[src/rtl/fb_pkg.sv]
// Shared types and helpers for the frame-buffer pixel fetch stage.
package fb_pkg;

    localparam int unsigned FB_ADDR_W = 17;

    typedef struct packed {
        logic [4:0] r;
        logic [5:0] g;
        logic [4:0] b;
    } pixel565_t;

    typedef struct packed {
        logic [7:0] r;
        logic [7:0] g;
        logic [7:0] b;
    } pixel888_t;

    // Timing/control that travels alongside a pixel while its BRAM read is in flight.
    typedef struct packed {
        logic        live;
        logic [10:0] hcount;
        logic [9:0]  vcount;
        logic        hsync;
        logic        vsync;
        logic        active;
        logic        valid;
    } sideband_t;

    function automatic pixel888_t expand565(input pixel565_t p);
        pixel888_t q;
        q.r = {p.r, p.r[4:2]};
        q.g = {p.g, p.g[5:4]};
        q.b = {p.b, p.b[4:2]};
        return q;
    endfunction

endpackage

[src/rtl/fb_pixel_fetch_pipe_delay.sv]
// Fixed-length register delay line with synchronous active-low clear.
module pipe_delay #(
    parameter int unsigned WIDTH  = 1,
    parameter int unsigned STAGES = 1
) (
    input  logic             clk,
    input  logic             rst_n,
    input  logic [WIDTH-1:0] din,
    output logic [WIDTH-1:0] dout
);

    logic [WIDTH-1:0] stage [STAGES];

    always_ff @(posedge clk) begin
        if (!rst_n) begin
            stage[0] <= '0;
        end else begin
            stage[0] <= din;
        end
    end

    for (genvar g = 1; g < STAGES; g++) begin : g_stage
        always_ff @(posedge clk) begin
            if (!rst_n) begin
                stage[g] <= '0;
            end else begin
                stage[g] <= stage[g-1];
            end
        end
    end

    assign dout = stage[STAGES-1];

endmodule

[src/rtl/fb_pixel_fetch.sv]
// Forms the frame-buffer read address from scaled coordinates and re-aligns
// sync/blank/counters with the BRAM read data to produce an RGB888 stream.
module fb_pixel_fetch
    import fb_pkg::*;
#(
    parameter int unsigned FB_WIDTH     = 240,
    parameter int unsigned FB_HEIGHT    = 320,
    parameter int unsigned BRAM_LATENCY = 2,
    parameter logic [23:0] BORDER_RGB   = 24'h000000
) (
    input  logic                 clk_in,
    input  logic                 rst_n_in,
    input  logic [10:0]          hcount_in,
    input  logic [9:0]           vcount_in,
    input  logic                 hsync_in,
    input  logic                 vsync_in,
    input  logic                 active_draw_in,
    input  logic [10:0]          scaled_hcount_in,
    input  logic [9:0]           scaled_vcount_in,
    input  logic                 valid_addr_in,
    input  logic                 bank_sel_in,
    output logic [FB_ADDR_W:0]   fb_addr_out,
    input  logic [15:0]          fb_data_in,
    output logic [10:0]          hcount_out,
    output logic [9:0]           vcount_out,
    output logic                 hsync_out,
    output logic                 vsync_out,
    output logic                 active_draw_out,
    output logic [7:0]           red_out,
    output logic [7:0]           green_out,
    output logic [7:0]           blue_out,
    output logic                 frame_start_out,
    output logic [15:0]          frame_count_out
);

    if (BRAM_LATENCY < 1 || BRAM_LATENCY > 4) begin : g_bad_latency
        $error("fb_pixel_fetch: BRAM_LATENCY must be in 1..4");
    end
    if (FB_WIDTH * FB_HEIGHT > (1 << FB_ADDR_W)) begin : g_bad_size
        $error("fb_pixel_fetch: frame does not fit the 17-bit offset");
    end

    // Shift-add over the set bits of the constant stride, so only adders are built.
    function automatic logic [FB_ADDR_W-1:0] row_base(input logic [9:0] v);
        logic [FB_ADDR_W-1:0] acc;
        acc = '0;
        for (int unsigned i = 0; i < FB_ADDR_W; i++) begin
            if (((FB_WIDTH >> i) & 32'd1) != 32'd0) begin
                acc = acc + ({{(FB_ADDR_W-10){1'b0}}, v} << i);
            end
        end
        return acc;
    endfunction

    logic                 vsync_prev;
    logic                 frame_edge;
    logic                 bank_q;
    logic [15:0]          frame_count;
    logic [FB_ADDR_W-1:0] offset;
    sideband_t            side_a;
    sideband_t            side_b;
    pixel888_t            px;

    assign frame_edge      = vsync_in & ~vsync_prev;
    assign frame_count_out = frame_count;
    assign offset          = row_base(scaled_vcount_in)
                           + {{(FB_ADDR_W-11){1'b0}}, scaled_hcount_in};

    // Edge detector follows vsync_in during reset, so a rise seen under reset never counts.
    always_ff @(posedge clk_in) begin
        vsync_prev <= vsync_in;
        if (!rst_n_in) begin
            bank_q      <= 1'b0;
            frame_count <= '0;
            fb_addr_out <= '0;
            side_a      <= '0;
        end else begin
            if (frame_edge) begin
                bank_q      <= bank_sel_in;
                frame_count <= frame_count + 16'd1;
            end
            fb_addr_out   <= {bank_q, valid_addr_in ? offset : '0};
            side_a.live   <= 1'b1;
            side_a.hcount <= hcount_in;
            side_a.vcount <= vcount_in;
            side_a.hsync  <= hsync_in;
            side_a.vsync  <= vsync_in;
            side_a.active <= active_draw_in;
            side_a.valid  <= valid_addr_in;
        end
    end

    pipe_delay #(
        .WIDTH  ($bits(sideband_t)),
        .STAGES (BRAM_LATENCY)
    ) u_side_delay (
        .clk   (clk_in),
        .rst_n (rst_n_in),
        .din   (side_a),
        .dout  (side_b)
    );

    pipe_delay #(
        .WIDTH  (1),
        .STAGES (BRAM_LATENCY + 2)
    ) u_frame_start_delay (
        .clk   (clk_in),
        .rst_n (rst_n_in),
        .din   (frame_edge),
        .dout  (frame_start_out)
    );

    assign px = expand565(fb_data_in);

    // Slots flushed by reset (live=0) output black rather than the border colour.
    always_ff @(posedge clk_in) begin
        if (!rst_n_in) begin
            hcount_out      <= '0;
            vcount_out      <= '0;
            hsync_out       <= 1'b0;
            vsync_out       <= 1'b0;
            active_draw_out <= 1'b0;
            red_out         <= '0;
            green_out       <= '0;
            blue_out        <= '0;
        end else begin
            hcount_out      <= side_b.hcount;
            vcount_out      <= side_b.vcount;
            hsync_out       <= side_b.hsync;
            vsync_out       <= side_b.vsync;
            active_draw_out <= side_b.active;
            if (!side_b.live) begin
                {red_out, green_out, blue_out} <= '0;
            end else if (side_b.valid && side_b.active) begin
                {red_out, green_out, blue_out} <= px;
            end else begin
                {red_out, green_out, blue_out} <= BORDER_RGB;
            end
        end
    end

endmodule

[config.mk]
export PLATFORM = sky130hd
export DESIGN_NAME = fb_pixel_fetch
export DESIGN_NICKNAME = d
export VERILOG_FILES = /design/src/rtl/fb_pkg.sv /design/src/rtl/fb_pixel_fetch_pipe_delay.sv /design/src/rtl/fb_pixel_fetch.sv
export SDC_FILE = /design/constraint.sdc
export NUM_CORES = 1
export LEC_CHECK = 0
export CORE_ASPECT_RATIO = 0.5
export CORE_MARGIN = 5
export CORE_UTILIZATION = 51
export CTS_CLUSTER_SIZE = 20
export DETAILED_ROUTE_END_ITERATION = 8
export DONT_BUFFER_PORTS = 1
export HOLD_SLACK_MARGIN = 0.15
export PLACE_DENSITY_LB_ADDON = 0.12
export SKIP_LAST_GASP = 1
export SLEW_MARGIN = 10
export SYNTH_ARGS = -nofsm -noshare
export SYNTH_HDL_FRONTEND = slang
export SYNTH_SLANG_ARGS = --single-unit
[constraint.sdc]
create_clock -name clk_in -period 6 [get_ports clk_in]
set_clock_uncertainty 0.2 [all_clocks]
set_input_delay 0.3 -clock clk_in [delete_from_list [all_inputs] [get_ports clk_in]]
set_output_delay 0.3 -clock clk_in [all_outputs]
set_load 0.02 [all_outputs]
### Word-level counts from Yosys, hierarchy flattened

Memories as Yosys holds them, arrays and structs flattened.
Cells that the tools add are included.

| word-level totals | value |
|---|---|
| flip-flop bits (word level) | 110 |
| memories | 2 |
| input port bits | 65 |
| logic and storage cells | 47 |
| RAM bits | 56 |

| operators by class | value |
|---|---|
| add/subtract/negate cells | 5 |
| bitwise gates (word level) | 8 |
| reductions and logical operators | 3 |
| multiplexer cells | 9 |

Memory list:

| memory | depth | bits a word | rd ports | clocked after Yosys merged registers in | wr ports | RTL line | source |
|---|---|---|---|---|---|---|---|
| u_side_delay.stage | 2 | 26 | 2 | 0 | 2 | fb_pixel_fetch_pipe_delay.sv:12 | `logic [WIDTH-1:0] stage [STAGES];` |
| u_frame_start_delay.stage | 4 | 1 | 4 | 0 | 4 | fb_pixel_fetch_pipe_delay.sv:12 |  |

Operator list:

| kind | count |
|---|---|
| $mux W26 | 3 |
| $add A16 B16 Y17 | 1 |
| $add A17 B11 Y17 | 1 |
| $add A17 B17 Y17 | 1 |
| $add A14 B15 Y16 | 1 |
| $add A16 B1 Y16 const B | 1 |
| $mux W1 | 6 |
| $or A1 B1 Y1 | 6 |
| $reduce_and A3 Y1 | 1 |
| $reduce_and A2 Y1 | 1 |
| $and A1 B1 Y1 | 1 |
| $logic_and A1 B1 Y1 | 1 |
| $not A1 Y1 | 1 |

### Depth between registers and ports, before layout

| depth | value |
|---|---|
| depth after elaboration | 4 |
| mapped depth | 13 |
| gate-level depth less buffers | 13 |

### Modules after synthesis

A second synthesis with hierarchy kept.

| second synthesis, totals | value |
|---|---|
| cell total of the unflattened synthesis | 506 |
| area, all modules | 5784.3 um^2 |

By module, submodules not included:

| module | cells each | area an instance (um^2) | times used |
|---|---|---|---|
| fb_pixel_fetch | 389 | 4222.8 | 1 |
| pipe_delay at u_side_delay | 109 | 1456.4 | 1 |
| pipe_delay at u_frame_start_delay | 8 | 105.1 | 1 |

### Worst setup path after synthesis

OpenSTA, ideal clock, no wires.

| timing path | value |
|---|---|
| path kind | input to register |
| start | input scaled_vcount_in[1] |
| end | register fb_addr_out[16] |
| cell stages on the path | 13 |
| slack | 2.408 ns |
| arrival time | 3.323 ns |
| setup time | 0.069 ns |
| path through | inv_1 -> fa_1 -> inv_1 -> fa_1 -> inv_1 -> fa_1 -> inv_1 -> ha_1 -> a211oi_2 -> o21ba_2 -> nor3_1 -> or4_1 -> o21ai_1 |

| between the ends | value |
|---|---|
| word-level cells in the longest chain between the ends | 4 |

RTL lines:

| item | RTL line | source |
|---|---|---|
| start: declaration | fb_pixel_fetch.sv:19 | `input logic [9:0] scaled_vcount_in,` |
| $add A14 B15 Y16 | fb_pixel_fetch.sv:49 | `acc = acc + ({{(FB_ADDR_W-10){1'b0}}, v} << i);` |
| $add A16 B16 Y17 | fb_pixel_fetch.sv:49 |  |
| $add A17 B17 Y17 * | fb_pixel_fetch.sv:49 |  |
| $add A17 B11 Y17 * | fb_pixel_fetch.sv:67 | `+ {{(FB_ADDR_W-11){1'b0}}, scaled_hcount_in};` |
| end signal: assignment | fb_pixel_fetch.sv:82 | `fb_addr_out <= {bank_q, valid_addr_in ? offset : '0};` |
| end: declaration | fb_pixel_fetch.sv:22 | `output logic [FB_ADDR_W:0] fb_addr_out,` |

Mark *: on every way between the ends. The rest lies on a longest branch, timed or not.
A chain may end at the register's enable or synchronous reset.

### Worst setup path after layout

| timing path | value |
|---|---|
| start | input scaled_vcount_in[0] |
| end | register fb_addr_out[15] |

The elaborated chain is that of the path after synthesis.

==> flow_metrics.py <==
metrics = {
    "placement": {
        "hpwl_um": 6200,
        "gp_congestion": 0.827,
        "dp.cells": 630,
        "port_buffers": 0,
    },
    "floorplanning": {
        "die_h_um": 84.9,
        "io_pins": 148,
        "die_w_um": 160,
        "coreArea_um2": 11000,
        "die_area_um2": 13600,
        "initial_core_util": 0.521,
        "rows": 27,
    },
    "synth": {
        "syn_area_per_cell_um2": 11.2,
        "synthCells": 510,
        "synth_area_leaders": "dfxtp_1 55%, and2_1 14%, fa_1 8.4%, ha_1 4.6%, inv_1 3.2%",
        "ys_ff_latch": 158,
        "synth_ff_type": "dfxtp_1",
        "synth.distinct_cells": 36,
        "yosysTopAreaCell": "dfxtp_1",
        "syn_area_um2": 5720,
        "ys_async_sr_fraction": 0,
        "synth_enable_flop_cells": 0,
        "syn-num-nets": 620,
        "yosys_warnings": 0,
        "synth_top_area_frac": 0.553,
        "yosysSeqAreaShare": 0.553,
    },
    "setup_path": {
        "cp-end-kind": "flip-flop",
        "crit_path_cell_trace": "dlygate4sd3_1 > fa_1 > dlygate4sd3_1 > ha_1 > ha_1 > ha_1 > inv_1 > fa_1 > nor2b_1 > o31a_1 > o221a_1 > o21a_1 > nor3_1",
        "cp.arrival_ps": 3670,
        "timing_worst_setup_path_type": "in2reg",
        "crit_fanout": 3,
        "worstPathRequired_ps": 6080,
        "worst_path_max_delay_cell": "dlygate4sd3_1",
        "crit_path_start_kind": "input pin",
        "path_common_cell": "ha_1",
        "max_stage_delay_ps": 580,
    },
    "sta": {
        "finalSetupViolations": 0,
        "relSlewSlack": 0.669,
        "fin_setup_tns_ps": 0,
        "finalCriticalPeriod_ps": 3590,
        "report.final.hold_viol_count": 0,
        "drv_slew": 0,
        "tightest_slew_ps": 495,
        "rsz0062_at_grt": "no",
        "fmax_mhz": 278,
        "period_share": 0.599,
    },
    "global_routing": {
        "met2_usage": 0.228,
        "grt_pass1_wl_um": 15200,
        "grt_most_used_layer": "met2",
        "grt_pass1_vias": 3123,
        "grt_max_degree": 133,
        "use_met1": 0.162,
        "grt_overflow": 0,
        "grt_use_met3": 0.0670,
        "antenna_found_initial": 0,
        "grt_usage": 0.140,
    },
    "power_and_ir_drop": {
        "p_per_area_nw_per_um2": 359,
        "power.internal_w": 0.00182,
        "pwr-share-seq": 0.463,
        "peakVddDrop_uv": 175,
        "swShare": 0.267,
        "p_leak_nw": 3.03,
        "finalPower_w": 0.00248,
        "comb_power_share": 0.144,
        "clkPwrFrac": 0.393,
        "power.switching_w": 0.000662,
    },
    "drt": {
        "detail-route-antenna-nets": 0,
        "routed_wl_um": 9180,
        "drt_iter0_drc": 160,
        "firstDrtPassIters": 6,
        "drc": 0,
        "vias_per_cell": 4.50,
        "vias": 3229,
        "avgRoutedWirePerCell_um": 12.8,
    },
    "cts": {
        "clk_pin_slew_ps": 70,
        "clk_latency_ps": 400,
        "clock-sinks": 158,
        "root_buffer": "clkbuf_16",
        "cts_max_level": 4,
        "cts_buffers": 17,
        "cts_tree": "done",
        "post_cts_buffers": 0,
        "clockBufferDepth": 2,
    },
    "job": {
        "drv_cap": 0,
    },
    "finish": {
        "final_layout_size_suffix_gt1_frac": 0.0646,
        "n_antenna_cell": 0,
        "nets": 670,
        "fin_cells": 718,
        "syn2layout_area_growth_pct": 20.7,
    },
    "worst_hold_path": {
        "hold_class": "reg2reg",
    },
    "outcome": {
        "outcome": "complete, no violations",
    },
}
## path summary, 6_finish.rpt
kind | from | to | slack (ps) | depth (start not counted)
min | u_side_delay.stage[0][6]$_SDFF_PN0_ | u_side_delay.stage[1][6]$_SDFF_PN0_ | 220 | 1
min reg2reg | u_side_delay.stage[0][6]$_SDFF_PN0_ | u_side_delay.stage[1][6]$_SDFF_PN0_ | 220 | 1
max | scaled_vcount_in[0] | fb_addr_out[15]$_SDFF_PN0_ | 2410 | 13
max reg2reg | frame_count_out[5]$_SDFFE_PN0P_ | frame_count_out[14]$_SDFFE_PN0P_ | 4130 | 4
## per-stage QoR
stage	util	hold WS, ps	area (µm²)	setup slack [ps]
final	0.629	220	6900	2410
after CTS	0.629	226	6900	2430
after global routing	0.629	238	6900	2250
after floorplan	-	128	5720	2410
after detailed placement	0.526	129	5770	2300
after global placement	0.526	129	5770	2310
## cell type report
class	instances	area [µm²]
Tap cell	145	181
Clock buffer	17	425
Clock inverter	15	126
Timing Repair Buffer	56	578
Fill cell	878	4080
Multi-Input combinational cell	279	2250
Inverter	48	180
Sequential cell	158	3160
## worst max-delay path, delay by kind of cell
family	cells	cell delay, ps
adder cells (fa/ha/maj)	5	1390
buffers and inverters	3	1200
AO/OA/AOI/OAI	3	550
AND/OR/NAND/NOR	2	230
## repair_timing
item | 4_1_cts | 5_1_grt
hold buffers | 56 | 0
hold endpoints to repair | 157 | 0
resized for setup | 0 | 0
## synth_stat cells, types with 6 or more instances
cell      count
nand2_1       7
fa_1         24
nor2_1        6
nand3_1       6
ha_1         21
inv_1        48
and2_1      132
dfxtp_1     158
clkbuf_1     16
nor3_1        7
buf_4         9
o21ai_0       9
xnor2_1      12
and3_1       11
## state kept, by name (all words and copies together), names as in the netlist, 6 cells and up
name                count
side_a                 26
frame_count_out        16
fb_addr_out            18
green_out               6
hcount_out             11
vcount_out             10
u_side_delay.stage     52
## power groups by stage
stage | registers [W] | logic, W | clock network [W]
floorplan | 0.00116 | 0.000271 | 0
global placement | 0.00117 | 0.000310 | 0
detailed placement | 0.00117 | 0.000317 | 0
CTS | 0.00115 | 0.000362 | 0.00101
global route | 0.00115 | 0.000412 | 0.00106
finish | 0.00115 | 0.000357 | 0.000974
## layout by cell type, fill, tap and decap left out, types with 2 or more instances in the layout
master	synthesis	routed
dfxtp_1	158	158
and2_1	132	132
dlygate4sd3_1	0	55
inv_1	48	48
fa_1	24	24
ha_1	21	21
clkbuf_16	0	17
xnor2_1	12	12
and3_1	11	11
o21ai_0	9	9
nand2_1	7	7
nor3_1	7	7
nand3_1	6	6
nor2_1	6	6
nor2b_1	5	5
o21a_1	5	5
or3_1	5	5
inv_6	0	5
clkinv_4	0	4
xor2_1	3	3
nand4_1	3	3
a21boi_0	3	3
a21o_1	2	2
a21oi_1	2	2
a211oi_1	2	2
mux2i_1	2	2
inv_8	0	2
clkinv_2	0	2
clkinvlp_4	0	2
## kinds of logic after synthesis
logic type | share of synthesized area
flip-flops | 0.553
buffers and inverters | 0.0538
multiplexers | 0.00350
XOR/XNOR | 0.0230
AO/OA/AOI/OAI | 0.0363
adder cells (fa/ha/maj) | 0.130
AND/OR/NAND/NOR | 0.200
## routing by layer
| layer | part of all wire | routed length, µm |
|---|---|---|
| met4 | 0.0090 | 83 |
| met1 | 0.43 | 3990 |
| met5 | 0 | 0 |
| met3 | 0.069 | 636 |
| met2 | 0.49 | 4470 |
(Power assumes the default switching activity.)
